File: src/rtl/register_write_arbiter_pkg.sv
// Shared constants for the register write-port arbiter: widths, the parking
// register id and the grant encodings.
package register_write_arbiter_pkg;

  localparam int unsigned DATA_W = 8;
  localparam int unsigned ID_W   = 4;

  // register_block discards writes to this id, so it doubles as "no write".
  localparam logic [ID_W-1:0] NULL_ID = 4'd15;

  localparam logic GRANT_A = 1'b0;
  localparam logic GRANT_B = 1'b1;

endpackage

File: src/rtl/rr_arbiter2.sv
// Two-input round-robin grant with its priority pointer register.
// The pointer always moves to the requester that was not just served.
module rr_arbiter2
  import register_write_arbiter_pkg::*;
(
  input  logic clk_i,
  input  logic rst_ni,
  input  logic req_a_i,
  input  logic req_b_i,
  output logic gnt_a_o,
  output logic gnt_b_o,
  output logic ptr_o
);

  logic ptr_q, ptr_d;

  always_comb begin
    // Readies are forced low while reset is held, even though it is async.
    gnt_a_o = rst_ni && req_a_i && (!req_b_i || (ptr_q == GRANT_A));
    gnt_b_o = rst_ni && req_b_i && (!req_a_i || (ptr_q == GRANT_B));
  end

  always_comb begin
    ptr_d = ptr_q;
    if (gnt_a_o) begin
      ptr_d = GRANT_B;
    end else if (gnt_b_o) begin
      ptr_d = GRANT_A;
    end
  end

  always_ff @(posedge clk_i or negedge rst_ni) begin
    if (!rst_ni) begin
      ptr_q <= GRANT_A;
    end else begin
      ptr_q <= ptr_d;
    end
  end

  assign ptr_o = ptr_q;

endmodule

File: src/rtl/register_write_arbiter.sv
// Shares the single register_block write port between an ALU (A) and a load
// (B) requester, with a registered output stage and read-hazard flags.
module register_write_arbiter
  import register_write_arbiter_pkg::*;
(
  input  logic              clock,
  input  logic              reset_n,
  input  logic              a_valid,
  input  logic [ID_W-1:0]   a_id,
  input  logic [DATA_W-1:0] a_value,
  output logic              a_ready,
  input  logic              b_valid,
  input  logic [ID_W-1:0]   b_id,
  input  logic [DATA_W-1:0] b_value,
  output logic              b_ready,
  output logic [ID_W-1:0]   write_id,
  output logic [DATA_W-1:0] write_value,
  input  logic [ID_W-1:0]   q1_id,
  output logic              q1_hazard,
  input  logic [ID_W-1:0]   q2_id,
  output logic              q2_hazard,
  output logic              last_grant
);

  logic              gnt_a, gnt_b;
  logic              ptr_unused;
  logic [ID_W-1:0]   write_id_q, write_id_d;
  logic [DATA_W-1:0] write_value_q, write_value_d;
  logic              last_grant_q, last_grant_d;

  rr_arbiter2 u_rr_arbiter2 (
    .clk_i   (clock),
    .rst_ni  (reset_n),
    .req_a_i (a_valid),
    .req_b_i (b_valid),
    .gnt_a_o (gnt_a),
    .gnt_b_o (gnt_b),
    .ptr_o   (ptr_unused)
  );

  // With no write enable downstream, an idle cycle must park on NULL_ID.
  always_comb begin
    write_id_d    = NULL_ID;
    write_value_d = '0;
    last_grant_d  = last_grant_q;
    if (gnt_a) begin
      write_id_d    = a_id;
      write_value_d = a_value;
      last_grant_d  = GRANT_A;
    end else if (gnt_b) begin
      write_id_d    = b_id;
      write_value_d = b_value;
      last_grant_d  = GRANT_B;
    end
  end

  always_ff @(posedge clock or negedge reset_n) begin
    if (!reset_n) begin
      write_id_q    <= NULL_ID;
      write_value_q <= '0;
      last_grant_q  <= GRANT_A;
    end else begin
      write_id_q    <= write_id_d;
      write_value_q <= write_value_d;
      last_grant_q  <= last_grant_d;
    end
  end

  always_comb begin
    q1_hazard = (q1_id != NULL_ID) &&
                ((q1_id == write_id_q) || (a_valid && (q1_id == a_id)) ||
                 (b_valid && (q1_id == b_id)));
    q2_hazard = (q2_id != NULL_ID) &&
                ((q2_id == write_id_q) || (a_valid && (q2_id == a_id)) ||
                 (b_valid && (q2_id == b_id)));
  end

  assign a_ready     = gnt_a;
  assign b_ready     = gnt_b;
  assign write_id    = write_id_q;
  assign write_value = write_value_q;
  assign last_grant  = last_grant_q;

endmodule

File: config.mk
export PLATFORM = sky130hd
export DESIGN_NAME = register_write_arbiter
export DESIGN_NICKNAME = d
export VERILOG_FILES = /design/src/rtl/register_write_arbiter_pkg.sv /design/src/rtl/rr_arbiter2.sv /design/src/rtl/register_write_arbiter.sv
export SDC_FILE = /design/constraint.sdc
export NUM_CORES = 1
export LEC_CHECK = 0
export CAP_MARGIN = 0
export CELL_PAD_IN_SITES_DETAIL_PLACEMENT = 0
export CELL_PAD_IN_SITES_GLOBAL_PLACEMENT = 2
export CORE_AREA = 5 5 97 54
export DETAILED_ROUTE_END_ITERATION = 8
export DIE_AREA = 0 0 102 59
export PLACE_DENSITY = 0.91
export SYNTH_ARGS = -nofsm -noshare
export SYNTH_HDL_FRONTEND = slang
export SYNTH_SLANG_ARGS = --single-unit
export TNS_END_PERCENT = 30
File: constraint.sdc
create_clock -name clock -period 3 [get_ports clock]
set_clock_uncertainty 0.15 [all_clocks]
set_input_delay 0.3 -clock clock [delete_from_list [all_inputs] [get_ports clock]]
set_output_delay 0.3 -clock clock [all_outputs]
set_load 0.01 [all_outputs]
==> results.md, run 1 <==
| Stage | Parameter | Reported |
|:---|:---|:---|
| routing | Number of vias in the routed layout | 860 |
| clock network | Sink count of the clock tree | 14 |
| die | Width of the die | 102 µm |
| synth | Async set-reset flop share out of synthesis | 1.000 |
| sta | Normalized max-slew margin | 0.8052 |
| finish | Flip-flop and latch area | 355.3 µm² |
| place | Worst slack at placement | 506.3 ps |
| clock network | Clock Pin Slew Worst Setup and Hold Paths | 60 ps |
| sta | Setup TNS | 0 ps |
| global route | Global-route wire length before repair | 4457 µm |
| outcome | Result of the run | complete, no violations |
| global route | Initial antenna violation count | 0 |
| sta | Unrepaired setup endpoints after global routing | no |
| setup path | Arrival time at the worst endpoint | 2040 ps |
| synth | Register area share after synthesis | 0.4164 |
| synth | Most area-consuming cells after synthesis | sky130_fd_sc_hd__dfrtp_1 29%, sky130_fd_sc_hd__xnor2_1 13%, sky130_fd_sc_hd__dfstp_2 12% |
| sta | Pins Over Slew Limit | 0 |
| routing | Antenna Nets Post-Route | 0 |
| finish | Final cell count without fillers | 195 |
| sta | Total count of hold-check failures in the final report | 0 |
| setup path | Crit path capture type | primary output |
| flow run | Number of max-capacitance violations reported | 0 |
| finish | Area Growth Syn to Fin | 74.63% |
| synth | Net count of the mapped netlist | 120 |
| global route | Global routing usage on met1 | 0.1282 |
| clock network | Buffer levels on the longest clock path | 2 |
| sta | Number of endpoints failing setup at the final stage | 0 |
| clock network | Post-cts repair resize count | 0 |
| routing | Vias per cell | 4.410 |
| synth | Share of the synthesized area in the top cell type | 0.2933 |
| global route | Highest-utilization routing layer at the global route stage | met2 |
| finish | Final nets | 175 |
| sta | Final clock period utilization by the worst path | 0.8288 |
| synth | Primary flip-flop cell chosen by synthesis mapping | sky130_fd_sc_hd__dfrtp_1 |
| global route | M3 GR Usage | 0.05053 |
| place | RD Place Congestion | 0.9053 |
| die | Total I/O pin count | 53 |
| clock network | CTS tree | done |
| routing | Number of remaining DRC errors | 0 |
| clock network | Number of CTS-inserted buffers | 3 |
| routing | Detailed-route wire length | 2903 µm |
| setup path | Worst Setup Start Kind | input pin |
| clock network | Root buffer cell | sky130_fd_sc_hd__clkbuf_8 |
| synth | Post-synth design cell area | 853.3 µm² |
| die | Die Height | 59 µm |
| global route | Maximum number of pins on one net before global-route repair | 15 |
| global route | Total global routing overflow | 0 |
| finish | Final core occ | 0.3521 |
| setup path | Required time of the worst setup path | 2550 ps |
| pwr | P_leak | 0.5779 nW |
| finish | Most common cell after layout, fill and taps aside | sky130_fd_sc_hd__clkdlybuf4s50_1 |
| pwr | Overall power of the completed layout | 0.5880 mW |
| pwr | Power density of the placed cells | 394.6 mW/mm² |
| clock network | CTS H-tree lvls | 1 |
| global route | Met2 capacity usage during global routing | 0.1477 |
| clock network | Clock network latency to the later pin of the worst-skew pair | 240 ps |
| sta | Highest clock frequency the design can meet | 0.4022 GHz |
| synth | Cells after synthesis | 84 |
| place | HPWL after detailed placement | 2401 µm |
| sta | Tightest Pin Transition | 291.3 ps |
| synth | Post-synthesis sequential element count | 14 |
| setup path | Critical path class | input pin to primary output |
| setup path | Highest net fanout along the worst path | 5 |
| routing | Wire per inst | 14.89 µm |
| global route | Vias in the first global route | 887 |
| finish | Top library cells by usage in the layout, fill and taps aside | 52 x sky130_fd_sc_hd__clkdlybuf4s50_1, 13 x sky130_fd_sc_hd__xnor2_1, 10 x sky130_fd_sc_hd__dfrtp_1, 8 x sky130_fd_sc_hd__a22o_1, 6 x sky130_fd_sc_hd__xor2_1 |
| die | Number of standard-cell rows in the floorplan | 17 |
| finish | Area taken by multi-input logic gates | 469.2 µm² |
| finish | Antenna fix cells | 0 |
| synth | Count of synthesis-stage warnings from yosys | 0 |
| clock network | Post-CTS setup buffer count | 0 |
| sta | Final critical delay including setup and external delays | 2486 ps |
| die | Core box area | 0.004233 mm² |
| routing | Iteration-0 DRC count of the detailed router | 22 |
| place | Inst Count DP | 191 |
| synth | Largest area contributor in the netlist | sky130_fd_sc_hd__dfrtp_1 |
| clock network | Hold-fix buffers at CTS | 0 |
| place | IO Port Bufs | 52 |
| die | Initial Utilization | 0.2016 |
| die | Die area | 0.006018 mm² |
| finish | Fill count | 428 |
| routing | First-pass iteration count of the detailed router | 4 |
| global route | Total Routing Usage GR | 0.09680 |
| synth | Number of synthesized flops with an enable pin | 0 |
| pwr | Peak ir drop on the vdd network | 0.0002484 V |
| worst hold path | Tightest Hold Check Type | input pin to asynchronous set/reset pin |
| finish | Fraction of layout instances using a drive strength above 1 | 0.1087 |
| synth | Synthesized area per cell | 10.16 µm² |
| synth | Number of distinct standard cells referenced by the synthesized netlist | 28 |
| sta | Final setup slack of the worst path | 513.7 ps |
==> report_power, final <==
part | internal, mW | total [mW] | switching [mW]
Clock | 0.116 | 0.180 | 0.0635
Combinational | 0.110 | 0.185 | 0.0752
Sequential | 0.210 | 0.223 | 0.0130
Total | 0.436 | 0.588 | 0.152
==> critical path: stages <==
cell	delay, ps
sky130_fd_sc_hd__clkdlybuf4s50_1	630
sky130_fd_sc_hd__nand3_2	120
sky130_fd_sc_hd__and3_1	190
sky130_fd_sc_hd__o2111ai_1	180
sky130_fd_sc_hd__o211ai_1	110
sky130_fd_sc_hd__clkdlybuf4s50_1	500
==> state kept, by name, summed over array words and instances (netlist names) <==
signal and flops:
last_grant 1, write_id 4, u_rr_arbiter2.ptr_o 1, write_value 8
==> synthesized netlist by cell type, types with 2 or more instances <==
master / number
sky130_fd_sc_hd__dfstp_2: 4
sky130_fd_sc_hd__o21ai_0: 2
sky130_fd_sc_hd__nand2_1: 5
sky130_fd_sc_hd__nand3_2: 2
sky130_fd_sc_hd__dfrtp_1: 10
sky130_fd_sc_hd__a22o_1: 8
sky130_fd_sc_hd__nand3_1: 5
sky130_fd_sc_hd__clkbuf_2: 2
sky130_fd_sc_hd__or2_2: 2
sky130_fd_sc_hd__nand4_1: 4
sky130_fd_sc_hd__xor2_1: 6
sky130_fd_sc_hd__a21oi_1: 2
sky130_fd_sc_hd__o22a_1: 4
sky130_fd_sc_hd__xnor2_1: 13
sky130_fd_sc_hd__nor2_1: 2
==> cell type report <==
| class | count | share of cell area |
|---|---|---|
| multi-input combinational | 64 | 0.3149 |
| sequential | 14 | 0.2385 |
| clock buffer | 4 | 0.03694 |
| tap | 57 | 0.04786 |
| inverter | 3 | 0.007557 |
| timing repair buffer | 53 | 0.3543 |
==> kinds of logic (layout without fill, tap and decap cells) <==
kind of cell / after synthesis / count (layout) / synth area share
flops: 14 / 14 / 0.4164
buf+inv: 6 / 60 / 0.03372
compound gates: 23 / 23 / 0.2141
simple gates: 22 / 22 / 0.1408
xor+xnor: 19 / 19 / 0.1950
==> final timing paths <==
kind                       cells after the start                        to  slack, ps                            start
max                                            6                 q2_hazard        510                         q2_id[1]
max in group asynchronous                      2     write_id[0]$_DFF_PN1_       2130                          reset_n
min                                            2    last_grant$_DFFE_PN0P_        330                          reset_n
max reg2reg                                    4  write_value[5]$_DFF_PN0_       1590  u_rr_arbiter2.ptr_o$_DFFE_PN0P_
min in group clock                             2    last_grant$_DFFE_PN0P_        340           last_grant$_DFFE_PN0P_
min reg2reg                                    2    last_grant$_DFFE_PN0P_        340           last_grant$_DFFE_PN0P_
==> routing by layer <==
| metal | vias up | part of all wire |
|---|---|---|
| met5 | - | 0 |
| met4 | 0 | 0 |
| met3 | 0 | 0.12 |
| met2 | 41 | 0.42 |
| met1 | 403 | 0.46 |
| li1 | 416 | - |
==> stage by stage <==
stage / hold WS (ps) / cell area [µm²]
finish: 332.8 / 1490
global route: 350.0 / 1490
CTS: 329.0 / 1490
detailed placement: 315.3 / 1435
global placement: 332.1 / 1435
floorplan: -145.6 / 853.3
Note: power is estimated with default switching activity, not from simulation.
==> run 2, diff against run 1 <==
--- a/config.mk
+++ b/config.mk
@@ -8,10 +8,10 @@
 export CAP_MARGIN = 0
 export CELL_PAD_IN_SITES_DETAIL_PLACEMENT = 0
 export CELL_PAD_IN_SITES_GLOBAL_PLACEMENT = 2
-export CORE_AREA = 5 5 97 54
+export CORE_AREA = 5 5 99 55
 export DETAILED_ROUTE_END_ITERATION = 8
-export DIE_AREA = 0 0 102 59
-export PLACE_DENSITY = 0.91
+export DIE_AREA = 0 0 104 60
+export PLACE_DENSITY = 0.89
 export SYNTH_ARGS = -nofsm -noshare
 export SYNTH_HDL_FRONTEND = slang
 export SYNTH_SLANG_ARGS = --single-unit
==> constraint.sdc (replaced) <==
create_clock -name clock -period 2.39 [get_ports clock]
set_clock_uncertainty 0.15 [all_clocks]
set_input_delay 0.239 -clock clock [delete_from_list [all_inputs] [get_ports clock]]
set_output_delay 0.239 -clock clock [all_outputs]
set_load 0.01 [all_outputs]
==> run 2 against run 1 <==
Net effect:
- routed wire length is 4.2% higher
- critical path depth is the same
- die area is 3.7% higher
- global-route usage grew 0.36 points
- largest cell class unchanged
==> results.md, run 2 (synthesized netlist as in run 1, its figures left out) <==
| Stage | Parameter | Reported | vs previous |
|:---|:---|:---|:---|
| outcome | Result of the run | complete, no violations |  |
| clock network | Root buffer cell | sky130_fd_sc_hd__clkbuf_8 |  |
| flow run | Number of max-capacitance violations reported | 0 | unchanged |
| global route | Total global routing overflow | 0 | unchanged |
| die | Die area | 0.006240 mm² | +3.7% |
| global route | Total Routing Usage GR | 0.1004 | +0.003603 |
| pwr | Power density of the placed cells | 489.4 mW/mm² | +24% |
| sta | Final critical delay including setup and external delays | 2294 ps |  |
| routing | Antenna Nets Post-Route | 0 | unchanged |
| setup path | Worst Setup Start Kind | input pin |  |
| worst hold path | Tightest Hold Check Type | input pin to asynchronous set/reset pin |  |
| routing | Vias per cell | 4.423 | +0.29% |
| finish | Top library cells by usage in the layout, fill and taps aside | 47 x sky130_fd_sc_hd__clkdlybuf4s50_1, 13 x sky130_fd_sc_hd__xnor2_1, 10 x sky130_fd_sc_hd__dfrtp_1, 8 x sky130_fd_sc_hd__a22o_1, 6 x sky130_fd_sc_hd__xor2_1 |  |
| die | Width of the die | 104 µm | +2.0% |
| pwr | Proportion of total power due to net switching | 0.2626 | +0.004549 |
| setup path | Max incr delay on CP | 600 ps | -30 ps |
| finish | Area taken by multi-input logic gates | 469.2 µm² | unchanged |
| place | Inst Count DP | 197 | +3.1% |
| clock network | Hold-fix buffers at CTS | 0 | unchanged |
| clock network | Number of CTS-inserted buffers | 3 | unchanged |
| sta | Unrepaired setup endpoints after global routing | no |  |
| finish | Fill count | 481 | +12% |
| finish | Area Growth Syn to Fin | 78.74% |  |
| finish | Max FFs per register | 8 | unchanged |
| clock network | Buffer levels on the longest clock path | 2 | unchanged |
| global route | Global-route wire length before repair | 4974 µm | +12% |
| pwr | P_leak | 0.6311 nW | +9.2% |
| setup path | Critical path class | input pin to primary output |  |
| sta | Number of endpoints failing setup at the final stage | 0 | unchanged |
| clock network | Sink count of the clock tree | 14 | unchanged |
| setup path | Crit path capture type | primary output |  |
| routing | Number of remaining DRC errors | 0 | unchanged |
| clock network | CTS H-tree lvls | 1 | unchanged |
| place | RD Place Congestion | 0.8794 | -2.9% |
| setup path | Cell repeated most along the worst path | sky130_fd_sc_hd__clkdlybuf4s50_1 |  |
| place | HPWL after detailed placement | 2501 µm | +4.2% |
| die | Number of standard-cell rows in the floorplan | 18 | +1 |
| sta | Tightest Pin Transition | 287.3 ps | -3.960 ps |
| sta | Pins Over Slew Limit | 0 | unchanged |
| sta | Final clock period utilization by the worst path | 0.9597 |  |
| clock network | Clock network latency to the later pin of the worst-skew pair | 240 ps | about the same |
| pwr | Portion of total power attributed to combinational logic | 0.319 | +0.004 |
| finish | Antenna fix cells | 0 | unchanged |
| clock network | Clock Pin Slew Worst Setup and Hold Paths | 60 ps | about the same |
| setup path | Arrival time at the worst endpoint | 1900 ps | -140 ps |
| sta | Normalized max-slew margin | 0.8081 | +0.002935 |
| finish | Total non-filler cell area in the finished layout | 0.001525 mm² | +2.4% |
| pwr | Peak ir drop on the vdd network | 0.0002523 V | +1.6% |
| sta | Setup TNS | 0 ps | unchanged |
| pwr | Switching component of the power | 0.1960 mW | +29% |
| finish | Final nets | 178 | +1.7% |
| routing | First-pass iteration count of the detailed router | 3 | -1 |
| setup path | Slowest-stage cell, CP | sky130_fd_sc_hd__clkdlybuf4s50_1 |  |
| pwr | Part of the power in the clock network | 0.305 | about the same |
| setup path | CP top delay family | buffers and inverters |  |
| sta | Highest clock frequency the design can meet | 0.4360 GHz |  |
| place | Worst slack at placement | 3.870 ps | -502.4 ps |
| pwr | Sequential power share | 0.377 | -0.003 |
| setup path | Highest net fanout along the worst path | 5 | unchanged |
| finish | Flip-flop and latch area | 355.3 µm² | unchanged |
| finish | Final cell count without fillers | 201 | +3.1% |
| setup path | Cell breakdown of the critical path | clkdlybuf4s50_1 > nand3_2 > nand3_1 > o21ai_0 > a211o_1 > clkdlybuf4s50_1 |  |
| finish | Fraction of layout instances using a drive strength above 1 | 0.1277 | +0.01896 |
| global route | Maximum number of pins on one net before global-route repair | 10 | -5 |
| sta | Final setup slack of the worst path | 96.37 ps | -417.3 ps |
| routing | Number of vias in the routed layout | 889 | +3.4% |
| place | Cell area after placement | 0.001461 mm² | +1.8% |
| finish | Most common cell after layout, fill and taps aside | sky130_fd_sc_hd__clkdlybuf4s50_1 |  |
| pwr | Internal Dissipation | 0.5504 mW | +26% |
| clock network | CTS tree | done |  |
| die | Initial Utilization | 0.1857 | -0.01587 |
| die | Total I/O pin count | 53 | unchanged |
| routing | Detailed-route wire length | 3025 µm | +4.2% |
| routing | Iteration-0 DRC count of the detailed router | 27 | +23% |
| die | Core box area | 0.004594 mm² | +8.5% |
| routing | Wire per inst | 15.05 µm | +1.1% |
| setup path | Buffers & Inverters on Critical Path | 2 | unchanged |
| setup path | Required time of the worst setup path | 2000 ps | -550 ps |
| global route | Initial antenna violation count | 0 | unchanged |
| place | IO Port Bufs | 52 | unchanged |
| global route | Vias in the first global route | 985 | +11% |
| sta | Total count of hold-check failures in the final report | 0 | unchanged |
| die | Die Height | 60 µm | +1.7% |
[run 2: changes by cell type in the layout (fill, tap and decap cells not counted)]
cell and change:
sky130_fd_sc_hd__clkdlybuf4s50_1 -5, sky130_fd_sc_hd__buf_4 +3, sky130_fd_sc_hd__dlygate4sd2_1 +1, sky130_fd_sc_hd__dlymetal6s2s_1 +4
[run 2: power by group through the flow]
| stage | registers, mW | clock network [mW] | logic, mW |
|---|---|---|---|
| floorplan | 0.290 | 0 | 0.0830 |
| global placement | 0.283 | 0 | 0.236 |
| detailed placement | 0.285 | 0 | 0.241 |
| CTS | 0.281 | 0.235 | 0.242 |
| global route | 0.284 | 0.250 | 0.258 |
| finish | 0.281 | 0.228 | 0.238 |
[run 2: final timing paths]
kind                                            startpoint                  endpoint  slack (ps)  cells past startpoint
hold reg to reg                     last_grant$_DFFE_PN0P_    last_grant$_DFFE_PN0P_         340                      2
setup reg to reg           u_rr_arbiter2.ptr_o$_DFFE_PN0P_  write_value[2]$_DFF_PN0_        1020                      5
max in group asynchronous                          reset_n     write_id[1]$_DFF_PN1_        1660                      2
min in group clock                  last_grant$_DFFE_PN0P_    last_grant$_DFFE_PN0P_         340                      2
hold / removal                                     reset_n    last_grant$_DFFE_PN0P_         230                      2
setup / recovery                                  q1_id[2]                 q1_hazard         100                      6
[run 2: final cells by class]
class | count | area share
Timing Repair Buffer | 56 | 0.3667
Multi-Input combinational cell | 64 | 0.3076
Sequential cell | 14 | 0.2330
Tap cell | 60 | 0.04922
Clock buffer | 4 | 0.03610
Inverter | 3 | 0.007383
[run 2: worst register-to-register path, stage by stage (launching register included)]
cell and delay [ps]:
sky130_fd_sc_hd__dfrtp_1 400, sky130_fd_sc_hd__inv_1 60, sky130_fd_sc_hd__a21o_2 180, sky130_fd_sc_hd__clkinv_1 90, sky130_fd_sc_hd__buf_4 170, sky130_fd_sc_hd__a22o_1 190
[run 2: per-layer routing]
metal,share of wire,GRT usage,vias up
met1,0.46,0.1278,437
li1,-,-,419
met2,0.44,0.1540,31
met5,0,0,-
met3,0.099,0.05502,2
met4,0.0030,0.01476,0
[run 2: stage by stage]
| step | total power [mW] | util | hold slack [ps] |
|---|---|---|---|
| 3_3_place_gp | 0.5192 | 0.3181 | 313.5 |
| 5_1_grt | 0.7922 | 0.3320 | 245.1 |
| 4_1_cts | 0.7581 | 0.3298 | 219.8 |
| 2_1_floorplan | 0.3733 | - | -206.6 |
| 6_report | 0.7464 | 0.3320 | 228.4 |
| 3_5_place_dp | 0.5256 | 0.3181 | 332.0 |
[run 2: what timing repair did]
| action | in CTS | in global routing |
|---|---|---|
| pin swaps | 0 | 0 |
| buffers inserted | 0 | 0 |
| resized for setup | 1 | 4 |
| endpoints found under the setup margin | 1 | 2 |
==> run 3, diff against run 2 <==
--- a/config.mk
+++ b/config.mk
@@ -12,6 +12,7 @@
 export DETAILED_ROUTE_END_ITERATION = 8
 export DIE_AREA = 0 0 104 60
 export PLACE_DENSITY = 0.89
+export SLEW_MARGIN = 10
 export SYNTH_ARGS = -nofsm -noshare
 export SYNTH_HDL_FRONTEND = slang
 export SYNTH_SLANG_ARGS = --single-unit
==> results of run 3 <==
Final layout, timing and power as in run 2 (identical DEF).
